File: config.mk
export PLATFORM = sky130hd
export DESIGN_NAME = nios2_sysid_regs
export DESIGN_NICKNAME = d
export VERILOG_FILES = /design/src/rtl/nios2_sysid_regs.sv
export SDC_FILE = /design/constraint.sdc
export NUM_CORES = 1
export LEC_CHECK = 0
export CAP_MARGIN = 40
export CORE_AREA = 5 5 120 122
export DETAILED_ROUTE_END_ITERATION = 16
export DIE_AREA = 0 0 125 127
export PLACE_DENSITY = 0.78
export SLEW_MARGIN = 25
export SYNTH_ARGS = -nofsm -noshare
export SYNTH_HDL_FRONTEND = slang
export SYNTH_SLANG_ARGS = --single-unit
File: constraint.sdc
create_clock -name clock -period 2.31 [get_ports clock]
set_input_delay 0.5775 -clock clock [delete_from_list [all_inputs] [get_ports clock]]
set_output_delay 0.5775 -clock clock [all_outputs]
set_load 0.01 [all_outputs]
File: src/rtl/nios2_sysid_regs.sv
// nios2_sysid_regs
//   System-ID register block. It is an Avalon-MM slave on the Nios II data
//   bus, and software reads it to identify the hardware build.
//
//   Word map:
//     0 SYSTEM_ID (RO)
//     1 TIMESTAMP (RO)
//     2 UPTIME_LO (RO, live; reading also snapshots UPTIME_HI)
//     3 UPTIME_HI (RO snapshot)
//     4 SCRATCH   (RW, byte-enabled)
//     5 FEATURES  (RO)
//     6,7         read 0, writes ignored
//
//   Ports:
//     clock          system clock
//     reset_n        synchronous reset, active low
//     address[2:0]   word address
//     read, write    bus strobes (no waitrequest; every read is accepted)
//     writedata[31:0], byteenable[3:0]   write data and byte lanes
//     readdata[31:0] read data; holds its last value while readdatavalid=0
//     readdatavalid  one-cycle pulse, READ_LATENCY cycles after each accepted read
//     heartbeat      toggles every HB_DIV clocks (only with SYSID_HEARTBEAT_EN)
//
//   Optional feature macro: SYSID_HEARTBEAT_EN
//     Adds the heartbeat port and its divider, and forces FEATURES[31] to 1.
module nios2_sysid_regs #(
  parameter logic [31:0] SYSTEM_ID    = 32'hCAFE_0001,
  parameter logic [31:0] TIMESTAMP    = 32'd0,
  parameter logic [31:0] FEATURES     = 32'd0,
  parameter logic [31:0] SCRATCH_INIT = 32'd0,
  parameter int          READ_LATENCY = 1,
  parameter int unsigned HB_DIV       = 50_000_000
) (
  input  logic        clock,
  input  logic        reset_n,
  input  logic [2:0]  address,
  input  logic        read,
  input  logic        write,
  input  logic [31:0] writedata,
  input  logic [3:0]  byteenable,
  output logic [31:0] readdata,
  output logic        readdatavalid
`ifdef SYSID_HEARTBEAT_EN
  ,
  output logic        heartbeat
`endif
);

  generate
    if (READ_LATENCY < 1 || READ_LATENCY > 4) begin : g_bad_latency
      $error("nios2_sysid_regs: READ_LATENCY must be in 1..4");
    end
  endgenerate

`ifdef SYSID_HEARTBEAT_EN
  localparam logic [31:0] FEATURES_EFF = FEATURES | 32'h8000_0000;
`else
  localparam logic [31:0] FEATURES_EFF = FEATURES;
`endif

  logic [63:0] uptime;
  logic [31:0] snapshot;
  logic [31:0] scratch;
  logic [31:0] rd_mux;
  logic        last_vld;
  logic [31:0] last_data;

  // Read mux: decodes the register values as they stand before this cycle's edge.
  // A write in the same cycle therefore commits after the read has sampled.
  always_comb begin
    rd_mux = '0;
    case (address)
      3'd0:    rd_mux = SYSTEM_ID;
      3'd1:    rd_mux = TIMESTAMP;
      3'd2:    rd_mux = uptime[31:0];
      3'd3:    rd_mux = snapshot;
      3'd4:    rd_mux = scratch;
      3'd5:    rd_mux = FEATURES_EFF;
      default: rd_mux = '0;
    endcase
  end

  always_ff @(posedge clock) begin
    if (!reset_n) uptime <= '0;
    else          uptime <= uptime + 64'd1;
  end

  // The high word is captured in the same cycle as the low-word read.
  // A LO-then-HI read pair therefore sees one consistent 64-bit value.
  always_ff @(posedge clock) begin
    if (!reset_n)                       snapshot <= '0;
    else if (read && address == 3'd2)   snapshot <= uptime[63:32];
  end

  always_ff @(posedge clock) begin
    if (!reset_n) begin
      scratch <= SCRATCH_INIT;
    end else if (write && address == 3'd4) begin
      for (int i = 0; i < 4; i++) begin
        if (byteenable[i]) scratch[8*i +: 8] <= writedata[8*i +: 8];
      end
    end
  end

  // Stage p0 .. p(L-2): intermediate read pipeline. The output register below
  // is the final stage, so total latency is exactly READ_LATENCY.
  generate
    if (READ_LATENCY <= 1) begin : g_lat1
      assign last_vld  = read;
      assign last_data = rd_mux;
    end else begin : g_latn
      logic [31:0]             data_p [READ_LATENCY-1];
      logic [READ_LATENCY-2:0] vld_p;

      always_ff @(posedge clock) begin
        if (!reset_n) begin
          vld_p <= '0;
        end else begin
          vld_p[0] <= read;
          for (int i = 1; i < READ_LATENCY-1; i++) vld_p[i] <= vld_p[i-1];
        end
      end

      always_ff @(posedge clock) begin
        data_p[0] <= rd_mux;
        for (int i = 1; i < READ_LATENCY-1; i++) data_p[i] <= data_p[i-1];
      end

      assign last_vld  = vld_p[READ_LATENCY-2];
      assign last_data = data_p[READ_LATENCY-2];
    end
  endgenerate

  // Output stage: readdata only loads on a valid beat so it holds between pulses.
  always_ff @(posedge clock) begin
    if (!reset_n) begin
      readdatavalid <= 1'b0;
      readdata      <= '0;
    end else begin
      readdatavalid <= last_vld;
      if (last_vld) readdata <= last_data;
    end
  end

`ifdef SYSID_HEARTBEAT_EN
  logic [31:0] hb_div;

  always_ff @(posedge clock) begin
    if (!reset_n) begin
      hb_div    <= '0;
      heartbeat <= 1'b0;
    end else if (hb_div == 32'(HB_DIV - 1)) begin
      hb_div    <= '0;
      heartbeat <= ~heartbeat;
    end else begin
      hb_div    <= hb_div + 32'd1;
    end
  end
`endif

endmodule

==> results of run 1 <==
==> cell usage after synthesis (4+ instances only) <==
master / count / area (sq um)
dfxtp_1: 161 / 3220
nor2_1: 95 / 357
nand2_1: 90 / 338
a21oi_1: 75 / 375
inv_1: 56 / 210
mux2i_1: 56 / 561
o22ai_1: 44 / 275
clkbuf_1: 41 / 154
and2_1: 37 / 231
nand4_1: 25 / 156
nand3_1: 21 / 105
xor2_1: 20 / 175
o21ai_0: 19 / 95.1
or3_1: 19 / 119
a22oi_1: 12 / 90.1
xnor2_1: 12 / 105
nor2b_1: 11 / 68.8
nor4_1: 11 / 68.8
and3_1: 6 / 37.5
buf_1: 4 / 15.0
nand2b_1: 4 / 25.0
nor4_4: 4 / 85.1
o31ai_1: 4 / 30.0
or4_1: 4 / 30.0
==> worst paths after layout <==
check	cells past startpoint	from	slack (ns)	endpoint
setup / recovery	8	uptime[1]	0.17	uptime[36]
hold / removal	1	uptime[0]	0.45	uptime[0]
setup reg to reg	8	uptime[1]	0.17	uptime[36]
hold reg to reg	1	uptime[0]	0.45	uptime[0]
==> routing by layer <==
metal,wire length [microns],track usage (%),vias up
met4,374,8.55,0
met5,0,0,-
li1,-,-,3180
met1,8700,33.2,3094
met3,1170,5.76,36
met2,8710,37.6,194
==> layout make-up <==
cell class              instances  area [sq um]
clock inverters                12           206
well taps                     176           220
flip-flops and latches        161          3220
clock buffers                  20           447
fillers                      1000          3910
inverters                      56           211
multi-input cells             602          3680
repair buffers                122          1190
==> flip-flops by register name, summed over array words and instances (netlist names) <==
signal         cells
scratch           32
uptime            64
readdata          32
readdatavalid      1
snapshot          32
==> per-stage QoR <==
step	setup TNS (ns)	power (W)	utilization [%]	hold slack (ns)
2_1_floorplan	0	0.00303	-	0.436
3_3_place_gp	-1.11	0.00319	64.8	0.431
3_5_place_dp	-1.46	0.00320	64.8	0.440
4_1_cts	0	0.00627	69.7	0.448
5_1_grt	-0.00769	0.00642	70.1	0.482
6_report	0	0.00624	70.1	0.446
==> report_power, final <==
group | total, W | switching, W | internal (W) | leakage (nW)
sequential | 0.00280 | 0.0000115 | 0.00279 | 1.30
combinational | 0.000334 | 0.000171 | 0.000163 | 1.82
clock | 0.00310 | 0.00115 | 0.00195 | 0.303
==> worst register-to-register path: cells and delay by family (launching register included) <==
family	cells	cell delay, ns
AO/OA/AOI/OAI	1	0.14
adder cells (fa/ha/maj)	1	0.22
buffers and inverters	2	0.41
flip-flops	1	0.37
AND/OR/NAND/NOR	4	0.95
==> cells in the final DEF (no fill, tap or decap), types with 2 or more instances in the layout <==
cell and count:
clkinvlp_4 4, nor4_1 10, mux2i_1 56, nand4_1 25, clkbuf_16 17, nor2b_1 11, nand2b_1 4, buf_4 40
a22oi_1 12, xnor2_1 12, and2_1 37, a21oi_1 75, inv_1 55, clkbuf_1 2, nor3_1 3, nor4_2 3
nand4_4 3, nand2_1 90, o22ai_1 44, or4_1 4, nor4_4 4, nand3_1 21, xor2_1 20, o21bai_1 3
and3_1 6, buf_12 7, or3_1 19, nor3b_2 2, o31ai_1 4, dfxtp_1 161, clkdlybuf4s50_1 75, clkinv_4 2
and4_1 3, nor2_1 95, bufinv_16 5, o21ai_0 19, nand4_2 3
==> what timing repair did <==
action | CTS | global route
resized for setup | 0 | 1
setup endpoints to repair | 0 | 3
hold buffers | 0 | 0
buffers inserted | 0 | 6
==> logic make-up (layout without fill, tap and decap cells) <==
| family | Yosys count | in the layout | synth area share (%) |
|---|---|---|---|
| buffers and inverters | 104 | 210 | 5.53 |
| multiplexers | 56 | 56 | 7.69 |
| AO/OA/AOI/OAI | 158 | 158 | 12.3 |
| flip-flops | 161 | 161 | 44.2 |
| adder cells (fa/ha/maj) | 1 | 1 | 0.172 |
| XOR/XNOR | 32 | 32 | 3.85 |
| AND/OR/NAND/NOR | 355 | 355 | 26.2 |
==> run_results.csv, run 1 <==
group,metric,value,unit
grt,grt_pass1_vias,6194,
finish,final_area,9180,sq um
power_and_ir_drop,leakagePower,3.42,nW
sta,fmaxAchievable,466,MHz
clock_network,cts.sinks,161,
floorplan,num_rows,42,
sta,setup_viol,0,
detailed_routing,viasPerCell,5.66,
worst_setup_path,slowest_stage,"dfxtp_1",
floorplan,die_area,15900,sq um
grt,antenna_found_initial,0,
floorplan,coreArea,13100,sq um
placement,finalWeightedCongestion,0.833,
yosys,synth_edf_count,0,
grt,grt_usage,24.2,%
worst_setup_path,path_common_cell,"buf_4",
yosys,netlist_instances,867,
grt,grt_pass1_wl,31500,microns
yosys,yosys.cell_types.count,48,
clock_network,tritoncts,"built",
clock_network,clkTransAtPathRegs,0.06,ns
yosys,synth_warnings,0,
worst_setup_path,cp-start-kind,"flop",
job,cap_violations,0,
detailed_routing,num_vias,6504,
detailed_routing,drc,0,
worst_setup_path,crit_chain,"ha_1 -> nand3_2 -> nor4_2 -> buf_4 -> nand4_1 -> buf_4 -> or3_1 -> a21oi_1",
detailed_routing,wl_per_cell,16.5,microns
floorplan,io_pins,76,
placement,place_hpwl,13100,microns
sta,tightest_slew,0.793,ns
finish,nNetsFinal,1004,
worst_setup_path,worstPathMaxFanout,5,
worst_hold_path,hold_path_class,"flop to flop",
floorplan,die_x,125,microns
detailed_routing,drt_iter0_markers,599,
floorplan,initial_utilization,55.7,%
placement,place_area,8470,sq um
placement,portBuffers,75,
yosys,avgSynthCellArea,8.41,sq um
detailed_routing,ant_nets,0,
grt,grt_overflow_total,0,
placement,dp.cells,1111,
floorplan,die_y,127,microns
yosys,ys_dominant_reg_cell,"dfxtp_1",
power_and_ir_drop,peakVddDrop,551,uV
yosys,synth_nets,911,
sta,setup_ws,0.166,ns
grt,grt_start_max_net_pins,49,
power_and_ir_drop,powerDensity,680,nW/um^2
finish,instances_no_fill,1149,
sta,fin_crit,2.14,ns
worst_setup_path,crit_path_max_incr_delay,0.37,ns
sta,fin_worst_skew,0.00912,ns
detailed_routing,drt-total-wl,19000,microns
yosys,async_flop_share,0,%
worst_setup_path,worstPathRequired,2.68,ns
worst_setup_path,crit_type,"flop to flop",
worst_setup_path,cp-end-kind,"flop",
run_status,status,"completed",
sta,period_share,92.8,%
finish,area_growth,25.9,%
detailed_routing,firstDrtPassIters,5,
yosys,synth_seq_cells,161,
worst_setup_path,path_buf_inv,2,
sta,maxSlewHeadroom,46.9,%
sta,slew_viol_final,0,
yosys,ys_seq_area_share,44.2,%
finish,antenna_cells,0,
yosys,netlist_area,7290,sq um
clock_network,htreeDepth,4,
clock_network,cts.path.max_buffers,2,
finish,drive_gt1_share,10.7,%
clock_network,clock_latency,0.44,ns
sta,hold_viol_final,0,
worst_setup_path,cp_top_family,"simple AND/OR/NAND/NOR gates",
worst_setup_path,cp_data_arrival_time,2.51,ns
placement,dp_slack,-0.159,ns
clock_network,clock-root-buffer,"clkbuf_16",
clock_network,cts_buffers,17,
(Power assumes the default switching activity.)
==> run 2: changes to the inputs <==
Settings changed: PLACE_DENSITY 0.78 to 0.74.
==> run 2 against run 1 <==
  * Final cell count fell by 0.44%
  * Largest cell class unchanged
  * Global-route usage fell by 0.058 points
  * Clock power fell by 3%
  * Clock-buffer cell count did not move
  * Sequential power barely moved
  * Maximum frequency fell by 0.88%
  * First-iteration DRC count fell by 4.2%
  * Worst hold slack improved by 0.011 ns
  * Setup slack got worse by 0.019 ns
  * Combinational power fell by 1%
  * Flip-flop and latch count did not move
  * Highest routed layer unchanged
  * Die area did not move
==> run_results.csv, run 2 (synthesis gave the netlist of run 1 again) <==
group,metric,value,unit
finish,area_growth,24.8,%
clock_network,clock-root-buffer,"clkbuf_16",
finish,antenna_cells,0,
power_and_ir_drop,leakagePower,3.39,nW
worst_setup_path,r2r_start,"uptime[11]",
power_and_ir_drop,peakVddDrop,512,uV
finish,mostFrequentLayoutCells,"dfxtp_1 (161), nor2_1 (95), nand2_1 (90)",
clock_network,cts_resized,0,
worst_setup_path,cp-startpoint,"uptime[11]",
sta,maxSlewHeadroom,47.9,%
power_and_ir_drop,clkPwrFrac,49.1,%
detailed_routing,drt-total-wl,18800,microns
grt,grt_pass1_vias,6171,
sta,fin_crit,2.16,ns
sta,fin_worst_skew,0.00643,ns
finish,drive_gt1_share,10.2,%
finish,final_area,9090,sq um
placement,finalWeightedCongestion,0.874,
clock_network,clkTransAtPathRegs,0.06,ns
floorplan,initial_utilization,55.7,%
detailed_routing,firstDrtPassIters,5,
floorplan,io_pins,76,
worst_hold_path,hold_depth,2,
placement,place_hpwl,13500,microns
clock_network,htreeDepth,4,
floorplan,die_y,127,microns
detailed_routing,viasPerCell,5.64,
placement,place_area,8450,sq um
grt,grt_start_max_net_pins,47,
clock_network,hold_buffers,0,
detailed_routing,num_vias,6450,
job,cap_violations,0,
finish,final_util,69.5,%
clock_network,cts.path.max_buffers,2,
power_and_ir_drop,powerDensity,677,nW/um^2
finish,final_common_cell,"dfxtp_1",
detailed_routing,wl_per_cell,16.5,microns
worst_setup_path,cp-start-kind,"flop",
clock_network,post-cts-setup-buffers,0,
finish,seq_area,3220,sq um
worst_setup_path,worstPathRequired,2.66,ns
sta,fin_setup_tns,0,ns
worst_hold_path,min_from,"snapshot[31]",
sta,fmaxAchievable,462,MHz
detailed_routing,drc,0,
clock_network,cts.sinks,161,
sta,tightest_slew,0.779,ns
placement,dp_slack,-0.142,ns
clock_network,clock_latency,0.42,ns
finish,largest_register_ffs,64,
placement,portBuffers,75,
finish,fillers,986,
worst_setup_path,reg2reg_depth,6,
finish,regMostFlops,"uptime",
finish,nNetsFinal,999,
sta,setup_viol,0,
sta,hold_viol_final,0,
grt,grt_overflow_total,0,
grt,grt_usage,24.1,%
worst_hold_path,hold_path_class,"flop to flop",
power_and_ir_drop,power_frac_comb,5.3,%
power_and_ir_drop,p_int,0.00482,W
run_status,status,"completed",
clock_network,tritoncts,"built",
clock_network,cts_buffers,17,
detailed_routing,ant_nets,0,
detailed_routing,drt_iter0_markers,574,
worst_setup_path,reg2reg_to,"uptime[40]",
sta,fin_hold_ws,0.457,ns
worst_setup_path,rrSetupSlack,0.15,ns
floorplan,coreArea,13100,sq um
grt,grt_pass1_wl,31500,microns
sta,period_share,93.6,%
sta,slew_viol_final,0,
sta,rsz0062_at_grt,"false",
worst_setup_path,worstPathMaxFanout,7,
power_and_ir_drop,p_switching,0.00133,W
worst_setup_path,crit_type,"flop to flop",
grt,antenna_found_initial,0,
worst_setup_path,cp_data_arrival_time,2.51,ns
finish,multi_input_area,3670,sq um
worst_hold_path,hold_end,"snapshot[31]",
power_and_ir_drop,swShare,21.7,%
power_and_ir_drop,power.share.sequential,45.6,%
floorplan,die_area,15900,sq um
floorplan,num_rows,42,
sta,setup_ws,0.147,ns
floorplan,die_x,125,microns
worst_setup_path,cp-end-kind,"flop",
==> run 2: worst max-delay path by stage <==
| stage | cells past startpoint | slack (ns) | end |
|---|---|---|---|
| 6_report | 6 | 0.15 | uptime[40] |
| 3_3_place_gp | 8 | -0.07 | scratch[22] |
| 3_5_place_dp | 6 | -0.14 | readdata[18] |
| 5_1_grt | 6 | 0.01 | uptime[54] |
| 2_1_floorplan | 5 | 0.31 | scratch[31] |
| 4_1_cts | 7 | 0.08 | uptime[40] |
==> run 2: final cells by class <==
type | count | share of cell area, %
multi-input combinational | 602 | 40.4
clock buffer | 20 | 5.02
sequential | 161 | 35.4
inverter | 56 | 2.32
clock inverter | 12 | 2.01
tap | 176 | 2.42
timing repair buffer | 117 | 12.4
==> run 2: layer usage <==
| metal | vias up | global-route usage [%] | wire, microns |
|---|---|---|---|
| li1 | 3167 | - | - |
| met1 | 3063 | 32.9 | 8570 |
| met2 | 193 | 38.7 | 8800 |
| met3 | 27 | 4.76 | 1080 |
| met4 | 0 | 8.16 | 371 |
| met5 | - | 0 | 0 |
==> run 2: power by group through the flow <==
stage / logic, W / registers [W] / clock network (W)
detailed placement: 0.000325 / 0.00287 / 0
finish: 0.000329 / 0.00280 / 0.00302
global placement: 0.000321 / 0.00286 / 0
global route: 0.000354 / 0.00280 / 0.00317
CTS: 0.000328 / 0.00280 / 0.00305
floorplan: 0.000159 / 0.00287 / 0
==> run 2: stage by stage <==
stage	cells	total power, W
floorplan	867	0.00303
global placement	1111	0.00319
detailed placement	1111	0.00319
CTS	1143	0.00618
global route	1144	0.00633
finish	1144	0.00615
==> run 2: worst max-delay path, stage by stage (launching register included) <==
cell and delay, ns:
dfxtp_1 0.40, nand4_1 0.27, nor4_2 0.36, buf_4 0.21, nand4_1 0.24, or4_1 0.46
a21oi_1 0.15
